## src/rtl/mem_port.sv

```systemverilog
// Memory access sequencer: turns level-held controller read/write requests into a
// registered req/ack bus transaction and stalls the controller until it completes.
// Optional bus timeout is enabled by defining MEM_PORT_TIMEOUT_EN.
module mem_port #(
    parameter int ADDR_W  = 32,
    parameter int DATA_W  = 32,
    parameter int TIMEOUT = 255
) (
    input  logic              clk,
    input  logic              rst,
    input  logic [ADDR_W-1:0] adr,
    input  logic [DATA_W-1:0] wdata,
    input  logic              re,
    input  logic              we,
    output logic [DATA_W-1:0] rdata,
    output logic              stall,
    output logic              err,
    output logic              m_req,
    output logic              m_we,
    output logic [ADDR_W-1:0] m_addr,
    output logic [DATA_W-1:0] m_wdata,
    input  logic              m_ack,
    input  logic [DATA_W-1:0] m_rdata
);

    typedef enum logic [1:0] {
        IDLE = 2'd0,
        REQ  = 2'd1,
        DONE = 2'd2
    } state_t;

    state_t            r_state;
    state_t            w_state_nxt;
    logic [DATA_W-1:0] r_rdata;
    logic [DATA_W-1:0] w_rdata_nxt;
    logic              r_err;
    logic              w_err_nxt;
    logic              r_m_req;
    logic              w_m_req_nxt;
    logic              r_m_we;
    logic              w_m_we_nxt;
    logic [ADDR_W-1:0] r_m_addr;
    logic [ADDR_W-1:0] w_m_addr_nxt;
    logic [DATA_W-1:0] r_m_wdata;
    logic [DATA_W-1:0] w_m_wdata_nxt;
    logic              w_access;
    logic              w_aligned;

    assign w_access  = re | we;
    assign w_aligned = (adr[1:0] == 2'b00);

`ifdef MEM_PORT_TIMEOUT_EN
    localparam int CNT_W = ($clog2(TIMEOUT + 1) < 8) ? 8 : $clog2(TIMEOUT + 1);
    localparam logic [DATA_W-1:0] NOP_WORD = DATA_W'(32'h0000_0013);

    logic [CNT_W-1:0] r_cnt;
    logic             w_expire;

    assign w_expire = (r_cnt == CNT_W'(TIMEOUT - 1));

    // Cycles spent waiting in REQ; cleared whenever the sequencer is elsewhere.
    always_ff @(posedge clk or negedge rst) begin
        if (!rst) begin
            r_cnt <= {CNT_W{1'b0}};
        end else if (r_state == REQ) begin
            r_cnt <= r_cnt + CNT_W'(1);
        end else begin
            r_cnt <= {CNT_W{1'b0}};
        end
    end
`else
    logic w_unused_timeout;
    assign w_unused_timeout = (TIMEOUT == 0);
`endif

    // State register.
    always_ff @(posedge clk or negedge rst) begin
        if (!rst) begin
            r_state <= IDLE;
        end else begin
            r_state <= w_state_nxt;
        end
    end

    // Next-state and next-value logic for all registered outputs.
    always_comb begin
        w_state_nxt   = r_state;
        w_rdata_nxt   = r_rdata;
        w_err_nxt     = r_err;
        w_m_req_nxt   = r_m_req;
        w_m_we_nxt    = r_m_we;
        w_m_addr_nxt  = r_m_addr;
        w_m_wdata_nxt = r_m_wdata;
        case (r_state)
            IDLE: begin
                if (w_access && w_aligned) begin
                    // A simultaneous read and write resolves to the write.
                    w_m_addr_nxt  = adr;
                    w_m_wdata_nxt = wdata;
                    w_m_we_nxt    = we;
                    w_m_req_nxt   = 1'b1;
                    w_state_nxt   = REQ;
                end else if (w_access) begin
                    w_err_nxt   = 1'b1;
                    w_state_nxt = DONE;
                end else begin
                    w_state_nxt = IDLE;
                end
            end
            REQ: begin
                if (m_ack) begin
                    w_m_req_nxt = 1'b0;
                    if (!r_m_we) begin
                        w_rdata_nxt = m_rdata;
                    end else begin
                        w_rdata_nxt = r_rdata;
                    end
                    w_state_nxt = DONE;
                end else begin
`ifdef MEM_PORT_TIMEOUT_EN
                    if (w_expire) begin
                        w_m_req_nxt = 1'b0;
                        w_err_nxt   = 1'b1;
                        if (!r_m_we) begin
                            w_rdata_nxt = NOP_WORD;
                        end else begin
                            w_rdata_nxt = r_rdata;
                        end
                        w_state_nxt = DONE;
                    end else begin
                        w_state_nxt = REQ;
                    end
`else
                    w_state_nxt = REQ;
`endif
                end
            end
            DONE: begin
                w_state_nxt = IDLE;
            end
            default: begin
                w_m_req_nxt = 1'b0;
                w_state_nxt = IDLE;
            end
        endcase
    end

    // Registered output and bus-side state.
    always_ff @(posedge clk or negedge rst) begin
        if (!rst) begin
            r_rdata   <= {DATA_W{1'b0}};
            r_err     <= 1'b0;
            r_m_req   <= 1'b0;
            r_m_we    <= 1'b0;
            r_m_addr  <= {ADDR_W{1'b0}};
            r_m_wdata <= {DATA_W{1'b0}};
        end else begin
            r_rdata   <= w_rdata_nxt;
            r_err     <= w_err_nxt;
            r_m_req   <= w_m_req_nxt;
            r_m_we    <= w_m_we_nxt;
            r_m_addr  <= w_m_addr_nxt;
            r_m_wdata <= w_m_wdata_nxt;
        end
    end

    assign stall   = ((r_state == IDLE) && w_access) || (r_state == REQ);
    assign rdata   = r_rdata;
    assign err     = r_err;
    assign m_req   = r_m_req;
    assign m_we    = r_m_we;
    assign m_addr  = r_m_addr;
    assign m_wdata = r_m_wdata;

endmodule

```

## config.mk

```make
export PLATFORM = sky130hd
export DESIGN_NAME = mem_port
export DESIGN_NICKNAME = d
export VERILOG_FILES = /design/src/rtl/mem_port.sv
export SDC_FILE = /design/constraint.sdc
export NUM_CORES = 1
export LEC_CHECK = 0
export CORE_MARGIN = 5
export CORE_UTILIZATION = 43
export DETAILED_ROUTE_END_ITERATION = 6
export PLACE_DENSITY = 0.95
export SLEW_MARGIN = 10
export SYNTH_ARGS = -nofsm -noshare
export SYNTH_HDL_FRONTEND = slang
export SYNTH_SLANG_ARGS = --single-unit
```

## constraint.sdc

```tcl
create_clock -name clk -period 2.4 [get_ports clk]
set_input_delay 0.48 -clock clk [delete_from_list [all_inputs] [get_ports clk]]
set_output_delay 0.48 -clock clk [all_outputs]
set_load 0.005 [all_outputs]
```

==> metrics.csv <==
metric,value,unit
utilization,70.82,%
cts-root-buf,clkbuf_8,
crit_type,in -> out,
synth_edf_count,0,
grt_usage,18.11,%
grt_max_degree,52,
final_nets,530,
path_clk_slew,100,ps
wire_per_inst,18.76,um
drt_iter0_drc,57,
fin_skew,13.30,ps
cts_hold_buffers,0,
core_area,8763,sq um
final_area,6206,sq um
maxSlewHeadroom,56.30,%
synthesis.nets,324,
gp_congestion,0.7467,
syn2layout_area_growth,59.69,%
tightest_slew,655.5,ps
required,1920,ps
multi_input_area,1281,sq um
start_util,44.35,%
arrival,1700,ps
synth.most_common_cell,dfrtp_1,
period_needed,2184,ps
max_freq,457.8,MHz
crit_chain,clkdlybuf4s50_1 > nor3_1 > nor2_1 > clkdlybuf4s50_1,
post-route-drc-count,0,
hp-class,in -> async,
vdd_ir_drop_max,548.0,uV
fill_cells,613,
grt_pass1_vias,3057,
dieArea,11040,sq um
hold_viol,0,
setup_violations,0,
power_leakage,0.002677,uW
synth_cells,223,
cts_setup_buffers,0,
vias,2634,
final_antenna_net_count,0,
slew_violations,0,
reg2reg_depth,4,
ctsResizeCount,0,
ff_latch_area,2527,sq um
die_width,105.1,um
dr.pass1.iters,4,
synth_top_area_share,65.04,%
num_antenna_cells,0,
clockBufferDepth,2,
totalWireLength,10.17,mm
synth_area,3886,sq um
htreeDepth,3,
async_flop_share,100.0,%
drive_above_1_share,27.42,%
fp-row-count,34,
slowest_stage,clkdlybuf4s50_1,
drv_cap,0,
ys.flop_type,dfrtp_1,
syn-mean-instance-area,17.43,sq um
setup_tns,0,ps
port_buffers,200,
power.total,6605,uW
antenna_found_initial,0,
synth_seq_cells,101,
die_y,105.1,um
cp-start-kind,primary input,
grt-ovfl-total,0,
yosysTopAreaCell,dfrtp_1,
cp_num_cells,4,
synthTopCellsByCount,"dfrtp_1, mux2_2, mux2_4, buf_6",
synth_area_leaders,"dfrtp_1, mux2_2, mux2_4",
whs,155.3,ps
seq_area_frac_synth,65.04,%
cpLargestDelayFamily,buffers and inverters,
placed_area,6018,sq um
rsz0062_at_grt,no,
cp_num_buf_inv,2,
pin_count,201,
clock_latency,350,ps
path_max_fanout,3,
final.period_utilization,91.02,%
crit_top_cell,clkdlybuf4s50_1,
powerDensity,1064,nW/um^2
numCtsBuffers,9,
critical_path.max_stage_delay,560,ps
dpl.hpwl,7.923,mm
grt_first_pass_wirelength,15.99,mm
cts_tree,built,
drt-vias-per-instance,4.860,
status,"complete, no violations",
cp-end-kind,output port,
yosysWarnings,0,
cts.sinks,101,
synth.distinct_cells,17,
final timing paths:
path                                           start                    end  slack [ps]
worst max-delay path                              re                  stall         220
worst min register to register       err$_DFFE_PN0P_        err$_DFFE_PN0P_         480
worst min-delay path                             rst  rdata[10]$_DFFE_PN0P_         160
max in group asynchronous                        rst   rdata[7]$_DFFE_PN0P_        1550
min in group clk                     err$_DFFE_PN0P_        err$_DFFE_PN0P_         480
worst max register to register  r_state[1]$_DFF_PN0_  rdata[27]$_DFFE_PN0P_         860
cells in the final DEF (no fill, tap or decap), types with 2 or more instances in the layout:
cell type / n
clkdlybuf4s50_1: 199
dfrtp_1: 101
clkinvlp_4: 2
nand2_1: 3
and2_1: 2
nor2_1: 2
buf_12: 3
o21ai_0: 2
clkinv_4: 2
mux2_2: 69
buf_4: 3
mux2_4: 26
clkbuf_8: 11
nand2b_1: 2
sequential cells by signal (all words and copies together) (netlist names):
signal   cells
r_state      2
m_we         1
m_req        1
m_wdata     32
m_addr      32
err          1
rdata       32
stage by stage:
stage | cells | setup WS, ps
floorplan | 223 | 971.1
global placement | 526 | 221.0
detailed placement | 526 | 217.9
CTS | 542 | 212.6
global route | 542 | 161.8
finish | 542 | 215.5
kinds of logic (layout without fill, tap and decap cells):
group	Yosys count	after routing	synth area share [%]
and+or+nand+nor	13	13	1.900
buffers and inverters	10	221	2.221
AOI/OAI and AO/OA	4	4	0.8049
muxes	95	95	30.04
DFF	101	101	65.04
area by class of cell:
| class | instances | share of cell area, % |
|---|---|---|
| flip-flops and latches | 101 | 40.73 |
| repair buffers | 205 | 33.43 |
| multi-input cells | 112 | 20.65 |
| clock buffers | 12 | 2.500 |
| well taps | 108 | 2.177 |
| clock inverters | 4 | 0.5242 |
metal layers:
metal	GRT usage (%)	wire, um	vias to the layer above
met5	0	0	-
met4	5.114	123	0
met3	7.152	990	10
met2	32.33	5272	134
met1	19.90	3780	1300
li1	-	-	1190
report_power, final:
part	total [uW]	switching, uW	internal [uW]
Combinational	2760	754	2010
Clock	1010	571	439
Sequential	2840	409	2430
Note: power is estimated with default switching activity, not from simulation.
